File: config.mk
export PLATFORM = sky130hd
export DESIGN_NAME = dff_chain_deserializer
export DESIGN_NICKNAME = d
export VERILOG_FILES = /design/src/rtl/dff_test_pkg.sv /design/src/rtl/dff_chan_shifter.sv /design/src/rtl/dff_chain_deserializer.sv
export SDC_FILE = /design/constraint.sdc
export NUM_CORES = 1
export LEC_CHECK = 0
export ABC_AREA = 1
export CAP_MARGIN = 20
export CELL_PAD_IN_SITES_DETAIL_PLACEMENT = 2
export CELL_PAD_IN_SITES_GLOBAL_PLACEMENT = 2
export CORE_ASPECT_RATIO = 0.9
export CORE_UTILIZATION = 35
export DETAILED_ROUTE_END_ITERATION = 8
export PLACE_DENSITY = 0.9
export REMOVE_ABC_BUFFERS = 1
export SLEW_MARGIN = 10
export SYNTH_ARGS = -nofsm -noshare
export SYNTH_HDL_FRONTEND = slang
export SYNTH_HIERARCHICAL = 1
export SYNTH_SLANG_ARGS = --single-unit
File: constraint.sdc
create_clock -name shift_clk -period 6.07 [get_ports shift_clk]
set_input_delay 1.214 -clock shift_clk [delete_from_list [all_inputs] [get_ports shift_clk]]
set_output_delay 1.214 -clock shift_clk [all_outputs]
set_load 0.03 [all_outputs]
File: src/rtl/dff_test_pkg.sv
// Shared constants and helpers for the DFF scan-chain deserializer.
// Defaults match the original 10-channel, 12-bit capture block.
package dff_test_pkg;

  localparam int NUM_CH_DEF = 10;
  localparam int WORD_W_DEF = 12;

  // Bits needed to count 0..n-1
  function automatic int clog2(input int n);
    int r;
    int v;
    r = 0;
    v = n - 1;
    while (v > 0) begin
      r++;
      v = v >> 1;
    end
    return r;
  endfunction

endpackage

File: src/rtl/dff_chan_shifter.sv
// One serial channel: word assembly, output word and
// compare against the reference pattern.
module dff_chan_shifter
  import dff_test_pkg::*;
#(
  parameter int WORD_W    = WORD_W_DEF,
  parameter int MSB_FIRST = 0,
  parameter int BW        = clog2(WORD_W)
) (
  input  logic              clk,
  input  logic              rst_n,
  input  logic              cap,
  input  logic              last,
  input  logic              abort,
  input  logic [BW-1:0]     bit_cnt,
  input  logic              q_bit,
  input  logic [WORD_W-1:0] expected,
  output logic [WORD_W-1:0] word_q,
  output logic              err_q
);

  localparam logic [BW-1:0] TOP = BW'(WORD_W - 1);

  logic [WORD_W-1:0] asm_q;
  logic [WORD_W-1:0] asm_d;
  logic [WORD_W-1:0] word_d;
  logic              err_d;
  logic [BW-1:0]     idx;

  // Place the sampled bit, publish the word on the last bit
  always_comb begin
    asm_d  = asm_q;
    word_d = word_q;
    err_d  = err_q;
    idx    = (MSB_FIRST != 0) ? (TOP - bit_cnt) : bit_cnt;
    if (cap) begin
      asm_d[idx] = q_bit;
    end
    if (last) begin
      word_d = asm_d;
      err_d  = (asm_d != expected);
      asm_d  = '0;
    end else if (abort) begin
      asm_d = '0;
    end
  end

  // Channel state registers
  always_ff @(posedge clk or negedge rst_n) begin
    if (!rst_n) begin
      asm_q  <= '0;
      word_q <= '0;
      err_q  <= 1'b0;
    end else begin
      asm_q  <= asm_d;
      word_q <= word_d;
      err_q  <= err_d;
    end
  end

endmodule

File: src/rtl/dff_chain_deserializer.sv
// Deserializes NUM_CH DFF-chain scan outputs into parallel
// words with handshake, sticky flags and a word counter.
module dff_chain_deserializer
  import dff_test_pkg::*;
#(
  parameter int NUM_CH    = NUM_CH_DEF,
  parameter int WORD_W    = WORD_W_DEF,
  parameter int MSB_FIRST = 0,
  parameter int WCNT_W    = 16
) (
  input  logic                     shift_clk,
  input  logic                     RST,
  input  logic                     load,
  input  logic [NUM_CH-1:0]        q,
  input  logic [WORD_W-1:0]        expected,
  input  logic                     data_ack,
  input  logic                     clr,
  output logic [NUM_CH*WORD_W-1:0] data_out,
  output logic                     data_valid,
  output logic [NUM_CH-1:0]        err_mask,
  output logic                     err_any,
  output logic [WCNT_W-1:0]        word_count,
  output logic                     overrun,
  output logic                     frag
);

  localparam int BW = clog2(WORD_W);
  localparam logic [BW-1:0] LAST = BW'(WORD_W - 1);

  logic [BW-1:0]     bit_cnt_q;
  logic [BW-1:0]     bit_cnt_d;
  logic              valid_q;
  logic              valid_d;
  logic              overrun_q;
  logic              overrun_d;
  logic              frag_q;
  logic              frag_d;
  logic [WCNT_W-1:0] wcnt_q;
  logic [WCNT_W-1:0] wcnt_d;
  logic              cap;
  logic              last;
  logic              abort;

  assign cap   = ~load;
  assign last  = cap && (bit_cnt_q == LAST);
  assign abort = load && (bit_cnt_q != '0);

  genvar c;
  generate
    for (c = 0; c < NUM_CH; c++) begin : g_ch
      dff_chan_shifter #(
        .WORD_W    (WORD_W),
        .MSB_FIRST (MSB_FIRST),
        .BW        (BW)
      ) u_shf (
        .clk      (shift_clk),
        .rst_n    (RST),
        .cap      (cap),
        .last     (last),
        .abort    (abort),
        .bit_cnt  (bit_cnt_q),
        .q_bit    (q[c]),
        .expected (expected),
        .word_q   (data_out[c*WORD_W +: WORD_W]),
        .err_q    (err_mask[c])
      );
    end
  endgenerate

  // Bit counter, handshake, sticky flags; set beats clr
  always_comb begin
    bit_cnt_d = bit_cnt_q;
    if (last) begin
      bit_cnt_d = '0;
    end else if (cap) begin
      bit_cnt_d = bit_cnt_q + 1'b1;
    end else if (abort) begin
      bit_cnt_d = '0;
    end

    valid_d = valid_q;
    if (valid_q && data_ack) begin
      valid_d = 1'b0;
    end
    if (last) begin
      valid_d = 1'b1;
    end

    overrun_d = clr ? 1'b0 : overrun_q;
    if (last && valid_q && !data_ack) begin
      overrun_d = 1'b1;
    end

    frag_d = clr ? 1'b0 : frag_q;
    if (abort) begin
      frag_d = 1'b1;
    end

    wcnt_d = clr ? '0 : wcnt_q;
    if (last && (wcnt_d != '1)) begin
      wcnt_d = wcnt_d + 1'b1;
    end
  end

  // Control state registers
  always_ff @(posedge shift_clk or negedge RST) begin
    if (!RST) begin
      bit_cnt_q <= '0;
      valid_q   <= 1'b0;
      overrun_q <= 1'b0;
      frag_q    <= 1'b0;
      wcnt_q    <= '0;
    end else begin
      bit_cnt_q <= bit_cnt_d;
      valid_q   <= valid_d;
      overrun_q <= overrun_d;
      frag_q    <= frag_d;
      wcnt_q    <= wcnt_d;
    end
  end

  assign data_valid = valid_q;
  assign overrun    = overrun_q;
  assign frag       = frag_q;
  assign word_count = wcnt_q;
  assign err_any    = |err_mask;

endmodule

==> flow_metrics.py <==
metrics = {
    "outcome": {
        "status": "completed",
    },
    "final_layout": {
        "drive_gt1_share_pct": 11.1,
        "final_util_pct": 44.0,
        "final_common_cell": "nand2_1",
        "area_growth_syn_to_layout_pct": 23.0,
        "fillCellCount": 5029,
        "final_nets": 2375,
        "final_cell_mix": "nand2_1 (718), dfrtp_1 (269), nor2_1 (249)",
    },
    "global_route": {
        "grt_util_met1_pct": 36.4,
        "grt_antenna_before_repair": 0,
        "met3_usage_pct": 4.42,
        "met2_usage_pct": 51.5,
        "grt_max_degree": 119,
        "track_usage_pct": 29.3,
        "busiest_layer": "met2",
        "grt_pass1_vias": 17600,
        "grt_overflow_total": 0,
        "grt_pass1_wl_um": 103000,
    },
    "floorplan": {
        "core-area_sq_um": 43200,
        "row_count": 72,
        "dieArea_sq_um": 45100,
        "die_y_um": 201,
        "initial_core_util_pct": 35.8,
        "die_w_um": 224,
        "boundaryPins": 177,
    },
    "synth": {
        "ys_types": 38,
        "ys_ff_latch": 273,
        "synthCells": 2156,
        "async_reset_ff_share_pct": 100,
        "synthFlopType": "dfrtp_1",
        "synth.area.top_cells": "dfrtp_1 (44%), nand2_1 (17%), nand3_1 (6.1%), nor2_1 (6.0%), inv_1 (5.8%)",
        "avgSynthCellArea_sq_um": 7.18,
        "synth_edf_count": 0,
        "syn_area_sq_um": 15500,
        "netlist.area_leader.share_pct": 44.1,
        "yosysWarningCount": 6,
        "yosysTopAreaCell": "dfrtp_1",
        "yosysSeqAreaShare_pct": 44.1,
    },
    "worst_hold_path": {
        "hp-class": "reg -> reg",
    },
    "run": {
        "maxCapViolCount": 0,
    },
    "timing": {
        "hold_slack_ns": 0.485,
        "setup_tns_ns": 0,
        "fin_crit_ns": 4.01,
        "setup_viol": 0,
        "rsz0062_at_grt": "no",
        "fmax_ghz": 0.250,
        "fin_skew_ns": 0.0111,
        "slew_headroom_pct": 38.7,
        "tightest_slew_ns": 0.919,
        "slew_violations": 0,
        "finalCritPeriodShare_pct": 66.0,
        "finalHoldViolCount": 0,
        "timing.final.ws_setup_ns": 2.06,
    },
    "setup_path": {
        "cp_top_family": "simple AND/OR/NAND/NOR gates",
        "crit_path_start_kind": "flip-flop",
        "path_buf_inv": 1,
        "crit_chain": "nor4_1, nand3_1, clkdlybuf4s50_1",
        "critPathMaxFanout": 3,
        "end_kind": "output pin",
        "cp.arrival_ns": 2.79,
        "required_ns": 4.86,
        "cpPeakStageDelay_ns": 0.74,
        "crit_slowest_cell": "nor4_1",
        "critPathKind": "reg -> out",
    },
    "drt": {
        "drt-vias-per-instance": 5.35,
        "wire_per_inst_um": 22.3,
        "num_vias": 15700,
        "drt_drc_violations_left": 0,
        "first_iter_violations": 824,
        "ant_nets": 0,
        "dr.pass1.iters": 4,
        "wl_um": 65100,
    },
    "pwr": {
        "p_leak_nw": 9.43,
        "p_int_w": 0.00402,
        "combPwrFrac_pct": 33.9,
        "pwr-share-seq_pct": 32.8,
        "total_power_w": 0.00668,
        "p_per_area_nw_per_um2": 351,
        "p_sw_share_pct": 39.9,
        "vdd.ir_drop.worst_mv": 0.178,
        "clkPwrFrac_pct": 33.2,
        "switchingPower_w": 0.00266,
    },
    "placed_design": {
        "post-place-ws_ns": 2.12,
        "io_buffers": 176,
        "dp_hpwl_um": 41600,
        "gp_congestion": 0.826,
    },
    "cts": {
        "clock-sinks": 273,
        "cts_resized": 0,
        "cts_tree": "built",
        "clk_path_buf_depth": 3,
        "cts.clk_slew.worst_paths_ns": 0.06,
        "cts_root_buf": "clkbuf_16",
        "cts_buffers": 35,
        "h-tree-depth": 2,
        "postCtsSetupRepairBufs": 0,
        "cts_hold_buf": 0,
        "clk_latency_ns": 0.55,
    },
}
per-stage QoR:
stage | instances | area, sq um
global placement | 2864 | 17800
floorplan | 2112 | 15200
global route | 2925 | 19000
CTS | 2925 | 19000
finish | 2926 | 19000
detailed placement | 2864 | 17800
synth_stat cells, drive strengths merged (4+ instances only):
cell type / number
a21oi: 10
nand2: 782
nand3b: 59
xor2: 5
nand4: 15
nand3: 209
nor2: 288
o21ai: 137
nor3: 4
buf: 5
dfrtp: 273
or2: 20
o21bai: 30
inv: 272
clkbuf: 39
cell families (layout without fill, tap and decap cells):
logic type	Yosys count	after routing	share of synthesized area [%]
AO/OA/AOI/OAI	180	180	6.76
XOR/XNOR	6	6	0.340
adder cells (fa/ha/maj)	2	2	0.162
buffers and inverters	316	530	8.47
flip-flops	273	273	44.1
other	0	1	0
AND/OR/NAND/NOR	1379	1379	40.1
registers in the layout, summed over array words and instances, names as in the netlist:
| signal | cells |
|---|---|
| g_ch.u_shf/asm_q | 120 |
| g_ch.u_shf/word_q | 120 |
| word_count | 16 |
| g_ch.u_shf/err_q | 10 |
| bit_cnt_q | 4 |
| data_valid | 1 |
| frag | 1 |
| overrun | 1 |
worst min-delay path, stage by stage (launching register included):
cell and delay [ns]:
dfrtp_1 0.34, nand2_1 0.05, o21ai_0 0.06
area by class of cell:
type | instances | area [sq um] | area share (%)
multi-input cells | 1567 | 7330 | 38.5
flip-flops and latches | 273 | 6840 | 35.9
repair buffers | 197 | 1940 | 10.2
clock buffers | 56 | 1130 | 5.92
inverters | 272 | 1030 | 5.43
well taps | 555 | 694 | 3.65
clock inverters | 5 | 75.1 | 0.394
diodes | 1 | 2.50 | 0.0131
path summary, 6_finish.rpt:
path,start,slack (ns),cells past startpoint,to
max in group asynchronous,RST,3.92,2,g_ch[5].u_shf/word_q[4]
min reg2reg,g_ch[9].u_shf/word_q[1],0.48,2,g_ch[9].u_shf/word_q[1]
min,g_ch[9].u_shf/word_q[1],0.48,2,g_ch[9].u_shf/word_q[1]
max,g_ch[3].u_shf/err_q,2.06,3,err_any
min in group asynchronous,RST,0.66,1,g_ch[2].u_shf/asm_q[4]
max reg2reg,bit_cnt_q[0],3.05,8,g_ch[3].u_shf/word_q[8]
layer usage:
metal	vias up	share of wire, %
met5	-	0
met4	0	3.2
met3	137	3.8
met2	344	50
met1	8080	43
li1	7102	-
power groups by stage:
stage,Clock (W),Sequential [W],Combinational [W]
4_1_cts,0.00227,0.00219,0.00226
3_5_place_dp,0,0.00222,0.00219
3_3_place_gp,0,0.00221,0.00204
2_1_floorplan,0,0.00244,0.00111
5_1_grt,0.00233,0.00222,0.00247
6_report,0.00222,0.00219,0.00227
No activity file was read; power rests on OpenSTA's default activity.
